==> src/rtl/fetch_pkg.sv <==
// Shared types and helpers for the RV32IC fetch aligner.
package fetch_pkg;

  typedef enum logic {EMPTY, HALF} fetch_state_t;

  localparam logic [15:0] C_ILLEGAL = 16'h0000;

  function automatic logic is_compressed(input logic [15:0] h);
    return h[1:0] != 2'b11;
  endfunction

endpackage

==> src/rtl/fetch_aligner.sv <==
// Fetch aligner: word reads from program memory, one aligned RV32IC instruction per handshake, flush on redirect.
// Outputs are combinational from state and mem_rdata; FETCH_ILLEGAL_CHK_EN adds the instr_illegal flag.
module fetch_aligner
  import fetch_pkg::*;
#(
  parameter int                ADDR_W   = 32,
  parameter logic [ADDR_W-1:0] RESET_PC = '0
) (
  input  logic              clk,
  input  logic              reset_n,
  output logic [ADDR_W-1:0] mem_addr,
  input  logic [31:0]       mem_rdata,
  input  logic              redirect,
  input  logic [ADDR_W-1:0] redirect_pc,
  output logic [31:0]       instr,
  output logic [ADDR_W-1:0] instr_pc,
  output logic              instr_compressed,
`ifdef FETCH_ILLEGAL_CHK_EN
  output logic              instr_illegal,
`endif
  output logic              instr_valid,
  input  logic              instr_ready
);

  fetch_state_t      r_state, w_state_nxt;
  logic [ADDR_W-1:0] r_pc, w_pc_nxt;
  logic [15:0]       r_hbuf, w_hbuf_nxt;
  logic [ADDR_W-1:0] w_base;
  logic              w_valid;
  logic              w_take;

  assign w_base   = {r_pc[ADDR_W-1:2], 2'b00};
  assign mem_addr = (r_state == HALF) ? w_base + ADDR_W'(4) : w_base;
  assign instr_pc = r_pc;
  assign w_take   = w_valid & instr_ready;

  always_comb begin
    w_valid          = 1'b0;
    instr            = '0;
    instr_compressed = 1'b0;
    w_pc_nxt         = r_pc;
    w_hbuf_nxt       = r_hbuf;
    w_state_nxt      = r_state;

    if (r_state == EMPTY) begin
      if (!r_pc[1]) begin
        w_valid = 1'b1;
        if (is_compressed(mem_rdata[15:0])) begin
          instr            = {16'h0000, mem_rdata[15:0]};
          instr_compressed = 1'b1;
          if (w_take) begin
            w_pc_nxt    = r_pc + ADDR_W'(2);
            w_hbuf_nxt  = mem_rdata[31:16];
            w_state_nxt = HALF;
          end
        end else begin
          instr = mem_rdata;
          if (w_take) w_pc_nxt = r_pc + ADDR_W'(4);
        end
      end else if (is_compressed(mem_rdata[31:16])) begin
        w_valid          = 1'b1;
        instr            = {16'h0000, mem_rdata[31:16]};
        instr_compressed = 1'b1;
        if (w_take) w_pc_nxt = r_pc + ADDR_W'(2);
      end else begin
        // Odd entry into a 32-bit instruction: capture the low half, no ready needed.
        w_hbuf_nxt  = mem_rdata[31:16];
        w_state_nxt = HALF;
      end
    end else begin
      w_valid = 1'b1;
      if (is_compressed(r_hbuf)) begin
        instr            = {16'h0000, r_hbuf};
        instr_compressed = 1'b1;
        if (w_take) begin
          w_pc_nxt    = r_pc + ADDR_W'(2);
          w_state_nxt = EMPTY;
        end
      end else begin
        instr = {mem_rdata[15:0], r_hbuf};
        if (w_take) begin
          w_pc_nxt   = r_pc + ADDR_W'(4);
          w_hbuf_nxt = mem_rdata[31:16];
        end
      end
    end

    if (redirect) begin
      w_valid     = 1'b0;
      w_pc_nxt    = redirect_pc & ~ADDR_W'(1);
      w_hbuf_nxt  = r_hbuf;
      w_state_nxt = EMPTY;
    end
  end

  // Reset gates valid directly so nothing is offered while reset is held.
  assign instr_valid = w_valid & reset_n;

`ifdef FETCH_ILLEGAL_CHK_EN
  assign instr_illegal = instr_valid &
                         (instr_compressed ? (instr[15:0] == C_ILLEGAL) : (instr == 32'hFFFF_FFFF));
`endif

  always_ff @(posedge clk or negedge reset_n) begin
    if (!reset_n) begin
      r_state <= EMPTY;
      r_pc    <= RESET_PC;
      r_hbuf  <= '0;
    end else begin
      r_state <= w_state_nxt;
      r_pc    <= w_pc_nxt;
      r_hbuf  <= w_hbuf_nxt;
    end
  end

endmodule

==> config.mk <==
export PLATFORM = sky130hd
export DESIGN_NAME = fetch_aligner
export DESIGN_NICKNAME = d
export VERILOG_FILES = /design/src/rtl/fetch_pkg.sv /design/src/rtl/fetch_aligner.sv
export SDC_FILE = /design/constraint.sdc
export NUM_CORES = 1
export LEC_CHECK = 0
export ABC_AREA = 0
export CAP_MARGIN = 20
export CORE_MARGIN = 2
export CORE_UTILIZATION = 40
export CTS_BUF_LIST = sky130_fd_sc_hd__clkbuf_8
export CTS_CLUSTER_SIZE = 40
export DETAILED_ROUTE_END_ITERATION = 8
export HOLD_SLACK_MARGIN = 0.03
export PLACE_DENSITY = 0.74
export SLEW_MARGIN = 20
export SYNTH_ARGS = -nofsm -noshare
export SYNTH_HDL_FRONTEND = slang
export SYNTH_SLANG_ARGS = --single-unit
==> constraint.sdc <==
create_clock -name clk -period 5.5 [get_ports clk]
set_clock_uncertainty 0.1 [all_clocks]
set_input_delay 1.1 -clock clk [delete_from_list [all_inputs] [get_ports clk]]
set_output_delay 1.1 -clock clk [all_outputs]
set_load 0.005 [all_outputs]
==> results.txt <==
* Number of nets with antenna violations after routing: 0
- For this configuration, the core starts out at a cell density of approximately two fifths.
* Relative slew slack: between 30% and 40%
- Die outline area: about 12000 um2
- Async set-reset flop share out of synthesis: 100%
- Count of buffers added by post-CTS timing repair for setup: 0
- The worst hold path begins at r_hbuf[4]$_DFFE_PN0P_.
* Total standard cell area after synthesis: between 4000 and 5000 um2
- Required arrival time at the worst endpoint: roughly 4300 ps
- For the pin with the worst max-slew slack, the measured transition is slightly above 900 ps.
- Crit end category: primary output
* Final routed DRC violation total: 0
* Most common library cell in the layout ignoring fill and taps: clkdlybuf4s50_1
* Final core occ: a little under three fifths
- OpenSTA, run right after detailed placement, puts the worst setup slack at 1240 ps.
- Post-detailed-routing wire length: 15.4 mm
* Instance area after placement: 5860 um2
* End point of the most critical hold path: r_hbuf[4]$_DFFE_PN0P_
* Global-route usage over all layers: about a quarter
- 166 I/O pins were placed.
- Yosys warnings: 0
- Commonest register cell after synthesis: dfrtp_1
- Most frequent cells in the layout: clkdlybuf4s50_1 (159), nand2_1 (80), dfrtp_1 (47)
* Via density per instance: between 6 and 7
- Number of cells on the worst hold path: 1
- The number of gates resized after CTS was 0.
- After synthesis the netlist holds a flip-flop and latch count of 48.
- Unrepaired setup endpoints after global routing: no
- Fraction of layout cells with a size suffix above 1: 5.70%
- Power per cell area: approximately 230 nW/um2
* Minimum period implied by the final worst setup slack: 4580 ps
* Residual overflow from global routing: 0
* Die boundary height: about 110 um
- For this run, the slowest stage of the critical path takes around 670 ps.
- Hold timing on the final database bottoms out at a slack of 392 ps.
- Rows: 37
- The number of buffers and inverters on the critical path is 1.
* Instance count of the mapped netlist: between 500 and 600
- STA classifies the critical path startpoint as a flip-flop.
- Maximum frequency from static timing analysis: between 0.2 and 0.25 GHz
* Number of placed instances with taps included: around 800
- Setup violation total in the final timing report: 0
- Placed wire-length estimate after detailed placement: 11.1 mm
- For this design, the sink count on the clock tree is 48.
- The finished layout holds approximately 800 standard cells, fillers aside.
- Total power draw: between 1 and 1.5 mW
- TritonCTS created 5 clock buffers.
* Max Cap Viol: 0
* Arrival time worst endpoint: ~3400 ps
- In the post-route analysis, the smallest setup slack over all paths is 915 ps.
- On the critical path, the stage with the largest delay is an instance of dfrtp_1.
- The floorplan step set the die width to approximately 110 um.
- In this run the worst path has a maximum fanout of 13.
- Antenna violations before repair: 0
- Leakage power: 2.16 nW
- For this design, the CTS-stage hold fixing added 0 buffers.
- Final period utilization: a little over four fifths
- Htree depth: 2
- Yosys mapped a number of flops with a built-in enable equal to 0.
- The first global-routing pass estimated 24.6 mm of wire.
* TritonCTS clock tree: built
- Port buffer count: 161
* Final GP Congestion: 0.937
* Detail-routed net length per standard cell: 19.1 um
* Start-to-end type of the worst setup path: flip-flop to primary output
* Core Box Area: ~10000 um2
- Max-slew violation count: 0
- The first detailed-routing pass took 5 iterations.
- Via count: roughly 4900
* Outcome: finished, final reports clean
- The worst register-to-register path has a depth of 7.
- The startpoint identified for the worst register-to-register timing path is r_state$_DFF_PN0_.
- Traced cell by cell, the critical path runs through ha_1, nand4_1, nor4_2, nand3_1, nor2_1, xor2_1, clkdlybuf4s50_1.
- Post-route standard cell area excluding fillers: approximately 6000 um2
- In the final design database the tool counted around 740 nets.
- Yosys mapped the design onto just over 80 distinct sky130hd cell types.
- The tree is rooted in a clkbuf_8.
- Pin count of the biggest net entering global routing: between 40 and 50
- Worst min path class: flip-flop to flip-flop
- After clock tree synthesis, the clock-pin slew on the worst setup and hold paths is around 80 ps.
* Kind of cell adding the most delay to the critical path: simple AND/OR/NAND/NOR gates
- Adding up every negative setup slack in the final design gives 0 ps.
- Sequential cells were found to cover between 20 and 30% of the synthesized design area.
- In this run the register-to-register setup slack is about 1800 ps.
- Final number of hold-violating endpoints: 0
- The via count of the first global-routing pass came to approximately 4700.
- Number of antenna repair diodes: 0
- Max VDD drop: about 0.12 mV
* Max Root-Sink Buffers: 2
- Average cell area after synthesis: between 7 and 8 um2
* Area delta synth->final: 37.7%
* Reg2reg end: instr_pc[10]$_DFFE_PN0P_
- 1st-iter DRT viols: approximately 310
- For the worst-skew pair, the clock arrives at the later sink with an insertion delay of about 310 ps.
==> layer usage <==
layer / share of wire, % / GRT usage [%]
met1: 42 / 37.2
met2: 47 / 41.9
met3: 8.8 / 3.87
met4: 2.2 / 8.52
met5: 0 / 0
==> power by group <==
group	leakage [nW]	switching (mW)	internal (mW)
clock	0.0538	0.124	0.0992
sequential	0.580	0.113	0.427
combinational	1.52	0.254	0.323
==> logic make-up (layout without fill, tap and decap cells) <==
| family | count (synthesis) | count (layout) | share of synthesized area, % |
|---|---|---|---|
| adder cells (fa/ha/maj) | 2 | 2 | 0.579 |
| multiplexers | 18 | 18 | 4.66 |
| AO/OA/AOI/OAI | 177 | 177 | 28.2 |
| flip-flops | 48 | 48 | 27.8 |
| other | 1 | 3 | 0.0868 |
| XOR/XNOR | 34 | 34 | 6.89 |
| buffers and inverters | 65 | 184 | 7.36 |
| AND/OR/NAND/NOR | 201 | 201 | 24.4 |
==> state kept, by name (all words and copies together), names as in the netlist <==
register and cells:
r_hbuf 16, r_state 1, instr_pc 31
==> area by class of cell <==
class,instances,area (um2)
Clock buffer,6,82.6
Clock inverter,2,7.51
Inverter,10,37.5
Tap cell,136,170
Sequential cell,48,1200
Fill cell,968,4470
Multi-Input combinational cell,435,2810
Timing Repair Buffer,166,1640
==> Yosys cell counts (all sizes together) (14+ instances only) <==
cell,instances,share of area (%)
nor3,20,2.5
nand3,25,3.0
nor2,24,2.3
mux2,17,4.4
clkbuf,22,2.2
o21ai,47,5.5
dfrtp,48,28
a21oi,37,4.4
xnor2,22,4.5
buf,33,4.3
a22o,16,3.2
nand2,80,7.0
a22oi,19,3.3
nand4,14,2.7
==> worst max path at each step <==
stage	depth (start not counted)	startpoint	to	slack [ps]
3_5_place_dp	4	mem_rdata[1]	instr[17]	1240
4_1_cts	7	instr_pc[2]$_DFFE_PN0P_	mem_addr[22]	930
5_1_grt	7	instr_pc[2]$_DFFE_PN0P_	mem_addr[22]	700
6_report	7	instr_pc[2]$_DFFE_PN0P_	mem_addr[22]	920
2_1_floorplan	5	mem_rdata[16]	instr[10]	2140
3_3_place_gp	4	mem_rdata[1]	instr[17]	1270
(Power assumes the default switching activity.)
